===== src/rtl/pattern_blinker.sv =====
// pattern_blinker: multi-channel run-time-loadable LED pattern sequencer driven by a shared prescaler
// CLK, RST: clock and synchronous active-high reset; enable: run (1) or freeze (0)
// load_valid/load_ready/load_channel/load_pattern/load_oneshot: pattern load port; load_err: bad-channel pulse
// LED: registered per-channel drive; done: per-channel one-shot completion pulse
module pattern_blinker #(
    parameter int CHANNELS = 4,
    parameter int PATTERN_BITS = 32,
    parameter int PRESCALE_BITS = 21,
    parameter logic [31:0] DEFAULT_PATTERN = 32'h02A80000,
    localparam int CH_W = CHANNELS > 1 ? $clog2(CHANNELS) : 1,
    localparam int IDX_W = $clog2(PATTERN_BITS)
) (
    input  logic                    CLK,
    input  logic                    RST,
    input  logic                    enable,
    input  logic                    load_valid,
    output logic                    load_ready,
    input  logic [CH_W-1:0]         load_channel,
    input  logic [PATTERN_BITS-1:0] load_pattern,
    input  logic                    load_oneshot,
    output logic                    load_err,
    output logic [CHANNELS-1:0]     LED,
    output logic [CHANNELS-1:0]     done
);
    localparam logic [PATTERN_BITS-1:0] DEF = PATTERN_BITS'(DEFAULT_PATTERN);
    localparam logic [IDX_W-1:0] LAST = IDX_W'(PATTERN_BITS - 1);
    logic [PRESCALE_BITS-1:0] presc;
    logic [PATTERN_BITS-1:0] pattern [CHANNELS];
    logic [IDX_W-1:0] idx [CHANNELS];
    logic [CHANNELS-1:0] oneshot, active, done_pend;
    logic rdy_q, tick, accept, bad_ch;
    assign tick = enable & (&presc);
    assign load_ready = rdy_q & ~RST;
    assign accept = load_valid & load_ready;
    assign bad_ch = {1'b0, load_channel} >= (CH_W + 1)'(CHANNELS);
    // done is staged through done_pend so it lines up with the LED going dark;
    // while frozen a pending completion is held and released on re-enable
    always_ff @(posedge CLK) begin
        if (RST) begin
            presc <= '0;
            rdy_q <= 1'b0;
            load_err <= 1'b0;
            oneshot <= '0;
            active <= '1;
            done_pend <= '0;
            done <= '0;
            LED <= '0;
            for (int c = 0; c < CHANNELS; c++) begin
                pattern[c] <= DEF;
                idx[c] <= '0;
            end
        end else begin
            rdy_q <= 1'b1;
            load_err <= accept & bad_ch;
            done <= enable ? done_pend : '0;
            if (enable) presc <= presc + PRESCALE_BITS'(1);
            for (int c = 0; c < CHANNELS; c++) begin
                LED[c] <= active[c] & pattern[c][idx[c]];
                if (enable) done_pend[c] <= 1'b0;
                if (accept && !bad_ch && load_channel == CH_W'(c)) begin
                    pattern[c] <= load_pattern;
                    oneshot[c] <= load_oneshot;
                    idx[c] <= '0;
                    active[c] <= 1'b1;
                end else if (tick && active[c]) begin
                    // power-of-two length: the increment wraps LAST back to 0
                    idx[c] <= idx[c] + IDX_W'(1);
                    if (idx[c] == LAST && oneshot[c]) begin
                        active[c] <= 1'b0;
                        done_pend[c] <= 1'b1;
                    end
                end
            end
        end
    end
endmodule


===== config.mk =====
export PLATFORM = sky130hd
export DESIGN_NAME = pattern_blinker
export DESIGN_NICKNAME = d
export VERILOG_FILES = /design/src/rtl/pattern_blinker.sv
export SDC_FILE = /design/constraint.sdc
export NUM_CORES = 1
export LEC_CHECK = 0
export CORE_MARGIN = 5
export CORE_UTILIZATION = 44
export CTS_BUF_LIST = sky130_fd_sc_hd__clkbuf_8 sky130_fd_sc_hd__clkbuf_16
export CTS_CLUSTER_DIAMETER = 40
export CTS_CLUSTER_SIZE = 12
export DETAILED_ROUTE_END_ITERATION = 12
export PLACE_DENSITY_LB_ADDON = 0.08
export SETUP_SLACK_MARGIN = 0.02
export SYNTH_ARGS = -nofsm -noshare
export SYNTH_HDL_FRONTEND = slang
export SYNTH_SLANG_ARGS = --single-unit

===== constraint.sdc =====
create_clock -name CLK -period 5.6 [get_ports CLK]
set_input_delay 1.4 -clock CLK [delete_from_list [all_inputs] [get_ports CLK]]
set_output_delay 1.4 -clock CLK [all_outputs]
set_load 0.02 [all_outputs]

# Word level (Yosys, flattened, before mapping)
# Memories as Yosys holds them, arrays and structs flattened.
# Cells that the tools add are included.
# totals
mem_count,2
wordCells,142
reg_bits,42
mem_bits_rw,148
output_inout_bits,10
inputBits,39
# memory_table
name,words,width,read_ports,rd_clocked_by_memory_dff,wr,line_no,text
pattern,4,32,4,0,4,28,logic [PATTERN_BITS-1:0] pattern [CHANNELS];
idx,4,5,4,0,4,29,logic [IDX_W-1:0] idx [CHANNELS];
# op_classes
mux,67
magnitude_cmp,4
n_eq_ne,7
n_reduce_logical,23
bitwise_logic,21
n_addsub,5
# ops
operator,count
$mux 32,4
$mux 1,51
$mux 5,8
$lt 5x6->1 const B,4
$add 21x1->21 const B,1
$reduce_and 21->1,1
$add 5x1->5 const B,4
$bmux 1 s5,4
$eq 5x5->1 const B,4
$logic_and 1x1->1,12
$or 1x1->1,12
$reduce_or 2->1,5
$reduce_and 2->1,4
$and 1x1->1,7
$eq 2x2->1 const B,2
$eq 2x1->1 const B,1
$logic_not 2->1,1
$not 1->1,2

# Logic depth before layout (Yosys ltp)
# depth
word_depth,9
mapped_depth,8
depth_no_buf,6

# Least setup slack after synthesis
# OpenSTA, ideal clock, no wires.
# synth_path
path_kind,input to register
start,input RST
end,memory idx[2][0] in the netlist's numbering (enable)
setup_ps,313
path_buffers,0
slack_ps,1580
t_arrival_ps,3707
cell_stages,4
required_ps,5287
cell_sequence,nand2b_1 -> nor3_1 -> or2_0 -> a21o_1
# synth_rtl
element,line_no,text
start: declaration,14,"input logic RST,"
end: declaration,29,

# Final worst setup path
# layout_path
start,input RST
end,output load_ready
# layout_between
elab_chain_len,2
# layout_lines
element,line_no,text
$not 1->1,33,assign load_ready = rdy_q & ~RST;
$and 1x1->1,33,
end: declaration,17,"output logic load_ready,"
# No other way between the ends.

==> results.py <==
metrics = {
    "outcome": {
        "outcome": "finished clean",
    },
    "die": {
        "fp.coreArea_mm2": 0.0194,
        "rows": 51,
        "die_y_um": 150,
        "dieArea_mm2": 0.0225,
        "initial_core_util_pct": 44.5,
        "die_x_um": 150,
        "io_pins": 49,
    },
    "hold_path": {
        "min_path_type": "flop to flop",
    },
    "sta": {
        "maxSlewHeadroom_pct": 30.0,
        "fin_crit_ns": 4.18,
        "max_freq_mhz": 239,
        "finalCritPeriodShare_pct": 74.6,
        "tns_ns": 0,
        "slew_violations": 0,
        "clock_skew_ns": 0.0119,
        "finalSetupViolations": 0,
        "worst_pin_slew_ns": 1.05,
        "finalHoldViolations": 0,
        "rsz0062_at_grt": "no",
    },
    "synth": {
        "yosys_warnings": 0,
        "synth_nets": 704,
        "syn_avg_cell_area_um2": 13.2,
        "ys_seq_area_share_pct": 61.2,
        "synth_edf_count": 148,
        "synth_most_common_cell": "edfxtp_1",
        "yosys.area.top_type": "edfxtp_1",
        "synthesis.area_mm2": 0.00864,
        "yosysTopAreaCellShare_pct": 51.5,
        "synth.top_cells.by_count": "edfxtp_1, and2_1, dfxtp_1",
        "synth_cells": 656,
        "yosys_register_bits": 190,
        "async_reset_ff_share_pct": 0,
        "yosys-top-cells-area": "edfxtp_1, dfxtp_1, and2_1, mux4_2, mux2i_1",
        "ys_types": 54,
        "synth_flop_cell": "edfxtp_1",
    },
    "critical_path": {
        "crit_type": "primary input to primary output",
        "cp_slowest_cell": "clkdlybuf4s50_1",
        "crit_chain": "clkdlybuf4s50_1 > nand2b_1 > inv_1 > clkdlybuf4s50_1",
        "crit_path_max_incr_delay_ns": 0.61,
        "crit_arrival_ns": 2.78,
        "path_common_cell": "clkdlybuf4s50_1",
        "end_kind": "primary output",
        "crit_fanout": 3,
        "critPathRequiredTime_ns": 4.20,
        "cp-start-kind": "primary input",
        "r2r_slack_ns": 2.83,
    },
    "clock_network": {
        "holdBufCountCts": 0,
        "cts_resized": 0,
        "cts_buffer_depth": 2,
        "cts_setup_buffers": 0,
        "cts_tree": "done",
        "clk_pin_slew_ns": 0.07,
        "cts_made_buffers": 17,
        "clockRootBuffer": "clkbuf_16",
        "clock_sinks": 190,
        "clock_latency_ns": 0.44,
        "cts_htree_levels": 4,
    },
    "run": {
        "drv_cap": 0,
    },
    "power_and_ir_drop": {
        "power_w": 0.00293,
        "power.leakage_nw": 3.52,
        "switchingPower_w": 0.000702,
        "p_clk_share_pct": 40.3,
        "comb_power_share_pct": 5.6,
        "p_seq_share_pct": 54.1,
        "power.internal_w": 0.00222,
        "swShare_pct": 24.0,
        "powerDensity_mw_per_mm2": 296,
        "irDropWorstVdd_mv": 0.182,
    },
    "grt": {
        "met3_usage_pct": 3.61,
        "grt_start_max_net_pins": 41,
        "use_met2_pct": 29.2,
        "grt_pass1_vias": 5254,
        "grt_remaining_overflow": 0,
        "antenna_found_initial": 0,
        "grt_usage_pct": 17.9,
        "grt_pass1_wl_mm": 30.2,
        "use_met1_pct": 24.8,
        "grt.busiest_layer": "met2",
    },
    "drt": {
        "vias_per_cell": 5.39,
        "drt_pre_antenna_iters": 5,
        "drt_wl_total_mm": 19.2,
        "postRouteAntennaNets": 0,
        "wl_per_cell_um": 19.9,
        "drtIter0Drc": 394,
        "drcViolationCount": 0,
        "vias": 5202,
    },
    "layout": {
        "area_growth_pct": 14.5,
        "post-route-util_pct": 51.0,
        "diodes": 0,
        "nFillCells": 1678,
        "nets": 735,
        "final_layout_size_suffix_gt1_share_pct": 10.6,
    },
    "place": {
        "gpl.final_weighted_congestion": 0.804,
        "port-buffer-count": 47,
        "dp_hpwl_mm": 13.4,
    },
}
power by group through the flow:
stage / Combinational (W) / Clock (W) / Sequential, W
floorplan: 0.0000930 / 0 / 0.00160
global placement: 0.000163 / 0 / 0.00161
detailed placement: 0.000166 / 0 / 0.00162
CTS: 0.000167 / 0.00121 / 0.00158
global route: 0.000176 / 0.00127 / 0.00159
finish: 0.000163 / 0.00118 / 0.00158
area by class of cell:
cell class / count / area (µm²) / share of cell area (%)
Sequential cell: 190 / 5290 / 53.4
Multi-Input combinational cell: 415 / 3140 / 31.7
Timing Repair Buffer: 54 / 523 / 5.29
Clock buffer: 17 / 425 / 4.30
Tap cell: 265 / 332 / 3.35
Clock inverter: 15 / 154 / 1.56
Inverter: 9 / 33.8 / 0.342
flip-flops by register name, summed over array words and instances, names as in the netlist:
register / flops
active: 4
done_pend: 4
oneshot: 4
presc: 21
rdy_q: 1
idx: 20
pattern: 128
done: 4
LED: 4
cell families after synthesis:
group	Yosys count	share of synthesized area (%)
and+or+nand+nor	279	19.0
DFF	190	61.2
AOI/OAI and AO/OA	56	4.51
muxes	53	9.68
buffers and inverters	51	2.59
xor gates and xnor gates	17	1.72
adders and majority gates	9	1.30
other	1	0.0434
metrics by stage:
stage / instance area (µm²) / cells / worst slack, ns / hold slack (ns)
after floorplan: 8640 / 656 / 1.58 / 0.417
after global placement: 9310 / 933 / 1.34 / 0.432
after detailed placement: 9310 / 933 / 1.22 / 0.436
after CTS: 9890 / 965 / 1.39 / 0.453
after global routing: 9890 / 965 / 1.33 / 0.478
final: 9890 / 965 / 1.42 / 0.450
critical path, delay by kind of cell:
kind	cells	cell delay, ns
buf+inv	3	1.16
simple gates	1	0.22
cells in the final DEF (no fill, tap or decap), types with 9 or more instances in the layout:
master / instances
nor2b_1: 10
edfxtp_1: 148
ha_1: 9
dfxtp_1: 42
nand3_1: 19
xnor2_1: 9
nor3_1: 9
nor2_1: 25
clkdlybuf4s50_1: 47
and2_1: 119
mux4_2: 24
mux2i_1: 25
and3_1: 15
nand2_1: 22
a21oi_1: 11
nand2b_1: 22
clkbuf_16: 17
inv_1: 9
routing by layer:
metal | routed length (µm) | vias up
met5 | 0 | -
met4 | 256 | 0
met3 | 673 | 16
met2 | 9500 | 106
met1 | 8730 | 2612
li1 | - | 2468
final timing paths:
kind | startpoint | endpoint | depth (start not counted)
setup reg to reg | presc[0]$_SDFFE_PP0P_ | idx[0][3]$_SDFFCE_PN0P_ | 5
setup / recovery | RST | load_ready | 4
hold / removal | done_pend[3]$_SDFF_PP0_ | done_pend[3]$_SDFF_PP0_ | 2
hold reg to reg | done_pend[3]$_SDFF_PP0_ | done_pend[3]$_SDFF_PP0_ | 2
No activity file was read; power rests on OpenSTA's default activity.
==> patch 1, RTL diff (same settings) <==
Put one more register stage on the output `LED`, with the module's reset. The value now appears one clock later. The other outputs are not delayed to match. Comments in the files are not updated.
--- a/src/rtl/pattern_blinker.sv
+++ b/src/rtl/pattern_blinker.sv
@@ -26,2 +26,4 @@
     localparam logic [IDX_W-1:0] LAST = IDX_W'(PATTERN_BITS - 1);
+
+    logic [CHANNELS-1:0] LED_s0;
     logic [PRESCALE_BITS-1:0] presc;
@@ -46,3 +48,3 @@
             done <= '0;
-            LED <= '0;
+            LED_s0 <= '0;
             for (int c = 0; c < CHANNELS; c++) begin
@@ -57,3 +59,3 @@
             for (int c = 0; c < CHANNELS; c++) begin
-                LED[c] <= active[c] & pattern[c][idx[c]];
+                LED_s0[c] <= active[c] & pattern[c][idx[c]];
                 if (enable) done_pend[c] <= 1'b0;
@@ -75,2 +77,10 @@
     end
+    always_ff @(posedge CLK) begin
+        if (RST) begin
+            LED <= '0;
+        end else begin
+            LED <= LED_s0;
+        end
+    end
+
 endmodule
Function: changed (a bounded check fails within 4 cycles, from zero or initial values and one cycle with RST high).
==> patch 1 against the original RTL <==
First-iteration DRC count rose by 8.9%; power up 0.72%; design area rose by 0.28%; critical endpoint unchanged; sequential cell count up 4; global-route usage decreased by 0.26 points; maximum frequency is 3.5% lower; setup slack worse by 150 ps; synthesized area decreased by 0.55%; register-to-register slack gained 320 ps; critical path depth down 1; routed wire length down 0.30%.
==> patch 1: results (changes against the original RTL) <==
- Fraction of layout cells with a size suffix above 1: 12.4% (+1.9 points)
- Syn nets: 679 (-3.6%)
- Setup Buffers After CTS: 0 (unchanged)
- Hold Path Class: flop to flop
- Synth warn: 0 (unchanged)
- Rel. slew slack: 31.9% (+1.9 points)
- Synth unique cells: 46 (-15%)
- Crit path max fanout: 9 (+6)
- Status: complete, no violations
- Post-route setup slack: 1270 ps (-152 ps)
- Total CTS buffers: 17 (unchanged)
- Nets: 719 (-2.2%)
- Post-DP Area: 0.00935 mm² (+0.44%)
- CTS-repair resized insts: 0 (unchanged)
- GRT Util Overall: 17.7% (-0.26 points)
- Number of global-route vias before repair: 5025 (-4.4%)
- GPL Wtd Cong: 0.776 (-3.5%)
- Largest buffer count on any clock path: 2 (unchanged)
- H-tree levels: 4 (unchanged)
- Post-DR vias/cell: 5.30 (-1.8%)
- Syn Area/Cell: 13.6 µm² (+3.4%)
- Ant diodes: 0 (unchanged)
- Hpwl dp: 13.5 mm (+0.86%)
- Worst-Skew Late Latency: 440 ps (about the same)
- Reg2Reg Setup Slack: 3150 ps (+320 ps)
- Placed insts: 917 (-1.7%)
- Top post-synthesis cells by area: edfxtp_1 (52%), dfxtp_1 (11%), mux4_2 (8.7%)
- Post-synth ARST share: 0% (unchanged)
- Psw: 697 µW (-0.68%)
- Fill count: 1678 (unchanged)
- Input/output buffers: 47 (unchanged)
- Maximum VDD drop: 0.202 mV (+11%)
- First-pass DRT Iterations: 6 (+1)
- Post-synth top cells: edfxtp_1 (148), and2_1 (116), dfxtp_1 (46), nor2_1 (46), mux4_2 (33)
- DRT iter0 DRCs: 429 (+8.9%)
- Initial antenna violation count: 0 (unchanged)
- Vias after detailed routing: 5025 (-3.4%)
- Total wire length: 19.1 mm (-0.30%)
- First-pass GRT wire length: 29.3 mm (-3.0%)
- Worst hold slack: 444 ps (-5.29 ps)
- Post-synth EDFFs: 148 (unchanged)
- Top Registers: pattern: 128 flops, presc: 21 flops, idx: 20 flops
- Share of the yosys chip area belonging to registers: 62.5% (+1.3 points)
- Pin count of the biggest net entering global routing: 35 (-15%)
- Final clock skew: 10.4 ps (-1.46 ps)
- Clk slew on worst S/H paths: 70 ps (about the same)
- Leak: 3.50 nW (-0.51%)
- Root Driver: clkbuf_16
- Dpl ws: 1230 ps (+5.75 ps)
- Critical Path AT: 2930 ps (+150 ps)
patch 1: path summary, 6_finish.rpt:
check / to / startpoint / depth (start not counted)
setup / recovery: load_ready / RST / 3
hold reg to reg: LED[2]$_SDFF_PP0_ / LED_s0[2]$_SDFF_PP0_ / 1
hold / removal: LED[2]$_SDFF_PP0_ / LED_s0[2]$_SDFF_PP0_ / 1
setup reg to reg: idx[1][0]$_SDFFCE_PN0P_ / presc[0]$_SDFFE_PP0P_ / 5
patch 1: power groups by stage:
stage	logic, mW	registers (mW)	clock network [mW]
global route	0.171	1.62	1.26
finish	0.160	1.61	1.18
detailed placement	0.163	1.64	0
CTS	0.163	1.61	1.20
global placement	0.160	1.64	0
floorplan	0.0874	1.63	0
patch 1: cells by family after synthesis:
logic type	after synthesis	share of synthesized area, %
other	1	0.0437
AOI/OAI and AO/OA	39	2.94
DFF	194	62.5
buffers and inverters	51	2.42
and+or+nand+nor	267	18.1
muxes	49	10.5
adders and majority gates	9	1.31
xor gates and xnor gates	21	2.14
patch 1: critical path, stage by stage:
cell             delay (ps)
clkdlybuf4s50_1         650
nor2b_1                 240
clkdlybuf4s50_1         640
patch 1: layout make-up:
type | count | area [µm²] | area share, %
inverters | 15 | 56.3 | 0.568
well taps | 265 | 332 | 3.34
repair buffers | 57 | 546 | 5.50
multi-input cells | 386 | 3050 | 30.8
clock inverters | 15 | 140 | 1.41
flip-flops and latches | 194 | 5370 | 54.1
clock buffers | 17 | 425 | 4.29
patch 1: metal layers:
metal / track usage [%] / part of all wire (%)
met1: 23.2 / 44
met2: 30.6 / 52
met3: 3.69 / 3.7
met4: 3.61 / 0.71
met5: 0 / 0
==> patch 2, RTL diff (same settings) <==
Made on the original files. The parameter `PRESCALE_BITS` goes from 21 to 42.
--- a/src/rtl/pattern_blinker.sv
+++ b/src/rtl/pattern_blinker.sv
@@ -7,3 +7,3 @@
     parameter int PATTERN_BITS = 32,
-    parameter int PRESCALE_BITS = 21,
+    parameter int PRESCALE_BITS = 42,
     parameter logic [31:0] DEFAULT_PATTERN = 32'h02A80000,
Behaviour: same outputs for any inputs over 10 cycles, from zero or initial values and one cycle with RST high; that may be too few to reach the edited logic, so the function may still have changed.
==> patch 2 against the original RTL <==
Power rose by 42%; utilization rose by 3.3 points; setup slack improved by 320 ps; sequential cell count rose by 21; routed wire length rose by 12%; design area rose by 16%; synthesized area rose by 9.4%; worst hold slack got worse by 1.4 ps; largest cell class unchanged.
==> patch 2: results (changes against the original RTL) <==
- Status: complete, no violations
- Post-synth top cells: edfxtp_1 (148), and2_1 (119), nor2_1 (65), dfxtp_1 (63), xor2_1 (32)
- Beginning of the worst register-to-register path: rdy_q$_DFF_P_
- Post-DR vias/cell: 5.36 (-0.49%)
- GRT Util Overall: 18.0% (+0.029 points)
- Top post-synthesis cells by area: edfxtp_1 (47%), dfxtp_1 (13%), and2_1 (7.9%)
- Synth unique cells: 49 (-9.3%)
- Hold Path Class: flop to flop
- GPL Wtd Cong: 0.801 (-0.32%)
- Highest-delay cell along the critical path: clkdlybuf4s50_1
- Share of the yosys chip area belonging to registers: 60.4% (-0.83 points)
- Syn nets: 794 (+13%)
- CTS-repair resized insts: 0 (unchanged)
- H-tree levels: 2 (-2)
- R2R depth: 5 (unchanged)
- First-pass GRT wire length: 33.9 mm (+12%)
- Worst-Skew Late Latency: 490 ps (+50 ps)
- Clk slew on worst S/H paths: 50 ps (-20 ps)
- First-pass DRT Iterations: 5 (unchanged)
- Leak: 4.18 nW (+19%)
- Fin cells: 1103 (+14%)
- DRT iter0 DRCs: 364 (-7.6%)
- Fraction of layout cells with a size suffix above 1: 13.9% (+3.3 points)
- Drt wl/cell: 19.5 µm (-1.7%)
- Placed insts: 1039 (+11%)
- Synth Instances: 746 (+14%)
- Pin count of the biggest net entering global routing: 55 (+34%)
- Switching Fraction: 21.2% (-2.8 points)
- Slew @ Worst Pin: 1100 ps (+48.9 ps)
- Nets: 850 (+16%)
- Critical Path AT: 2460 ps (-320 ps)
- Final clock skew: 7.62 ps (-4.29 ps)
- Critical Path Start: RST
- Post-synth EDFFs: 148 (unchanged)
- Top Registers: pattern: 128 flops, presc: 42 flops, idx: 20 flops
- Maximum VDD drop: 0.233 mV (+28%)
- Startpoint Class: input port
- Total CTS buffers: 36 (+19)
- Crit path max fanout: 3 (unchanged)
- Setup Buffers After CTS: 0 (unchanged)
- Reg-to-Reg End: idx[2][1]$_SDFFCE_PN0P_
- Largest buffer count on any clock path: 3 (+1)
- Post-synth ARST share: 0% (unchanged)
- Root Driver: clkbuf_16
- Number of global-route vias before repair: 6104 (+16%)
- Hpwl dp: 15.0 mm (+12%)
- Reg2Reg Setup Slack: 3030 ps (+200 ps)
- Initial antenna violation count: 0 (unchanged)
- Slowest cell delay on critical path: 670 ps (+60 ps)
[patch 2: how the worst min path moves through the flow]
| stage | startpoint | endpoint | depth (start not counted) |
|---|---|---|---|
| final | done_pend[3]$_SDFF_PP0_ | done_pend[3]$_SDFF_PP0_ | 2 |
| after global routing | active[0]$_SDFFE_PP1P_ | active[0]$_SDFFE_PP1P_ | 1 |
| after CTS | done_pend[3]$_SDFF_PP0_ | done_pend[3]$_SDFF_PP0_ | 2 |
| after detailed placement | done_pend[3]$_SDFF_PP0_ | done_pend[3]$_SDFF_PP0_ | 2 |
| after global placement | done_pend[3]$_SDFF_PP0_ | done_pend[3]$_SDFF_PP0_ | 2 |
| after floorplan | done_pend[2]$_SDFF_PP0_ | done_pend[2]$_SDFF_PP0_ | 2 |
[patch 2: kinds of logic (layout without fill, tap and decap cells)]
group	after synthesis	count (layout)	synth area share (%)
DFF	211	211	60.4
muxes	49	49	8.68
adders and majority gates	9	9	1.19
other	1	1	0.0397
AOI/OAI and AO/OA	47	47	3.22
buffers and inverters	50	132	2.07
xor gates and xnor gates	43	43	3.98
and+or+nand+nor	336	336	20.5
[patch 2: power by group through the flow]
stage	clock, mW	sequential [mW]	combinational (mW)
after CTS	2.28	1.74	0.165
after detailed placement	0	1.77	0.165
after floorplan	0	1.75	0.0899
final	2.25	1.74	0.161
after global routing	2.36	1.74	0.174
after global placement	0	1.76	0.161
[patch 2: metrics by stage]
step                power (mW)  hold slack (ps)  cell area, µm²  setup WS, ps
floorplan                 1.84              417            9450           950
global placement          1.93              445           10200          1620
detailed placement        1.93              446           10200          1480
CTS                       4.18              457           11400          1700
global route              4.27              490           11400          1710
finish                    4.14              448           11400          1740
[patch 2: cell type report]
cell class	count	area, µm²
clock buffer	37	926
tap	275	344
multi-input combinational	485	3580
inverter	13	48.8
timing repair buffer	55	526
fill	1769	9640
sequential	211	5710
clock inverter	27	319
[patch 2: critical path: cells and delay by family]
family / cells / cell delay, ps
buffers and inverters: 2 / 780
AND/OR/NAND/NOR: 1 / 280
[patch 2: layer usage]
layer	global-route usage, %	vias to the layer above	part of all wire, %
li1	-	2815	-
met3	3.35	40	4.4
met2	31.4	128	52
met5	0	-	0
met4	6.20	0	2.3
met1	22.5	2934	42
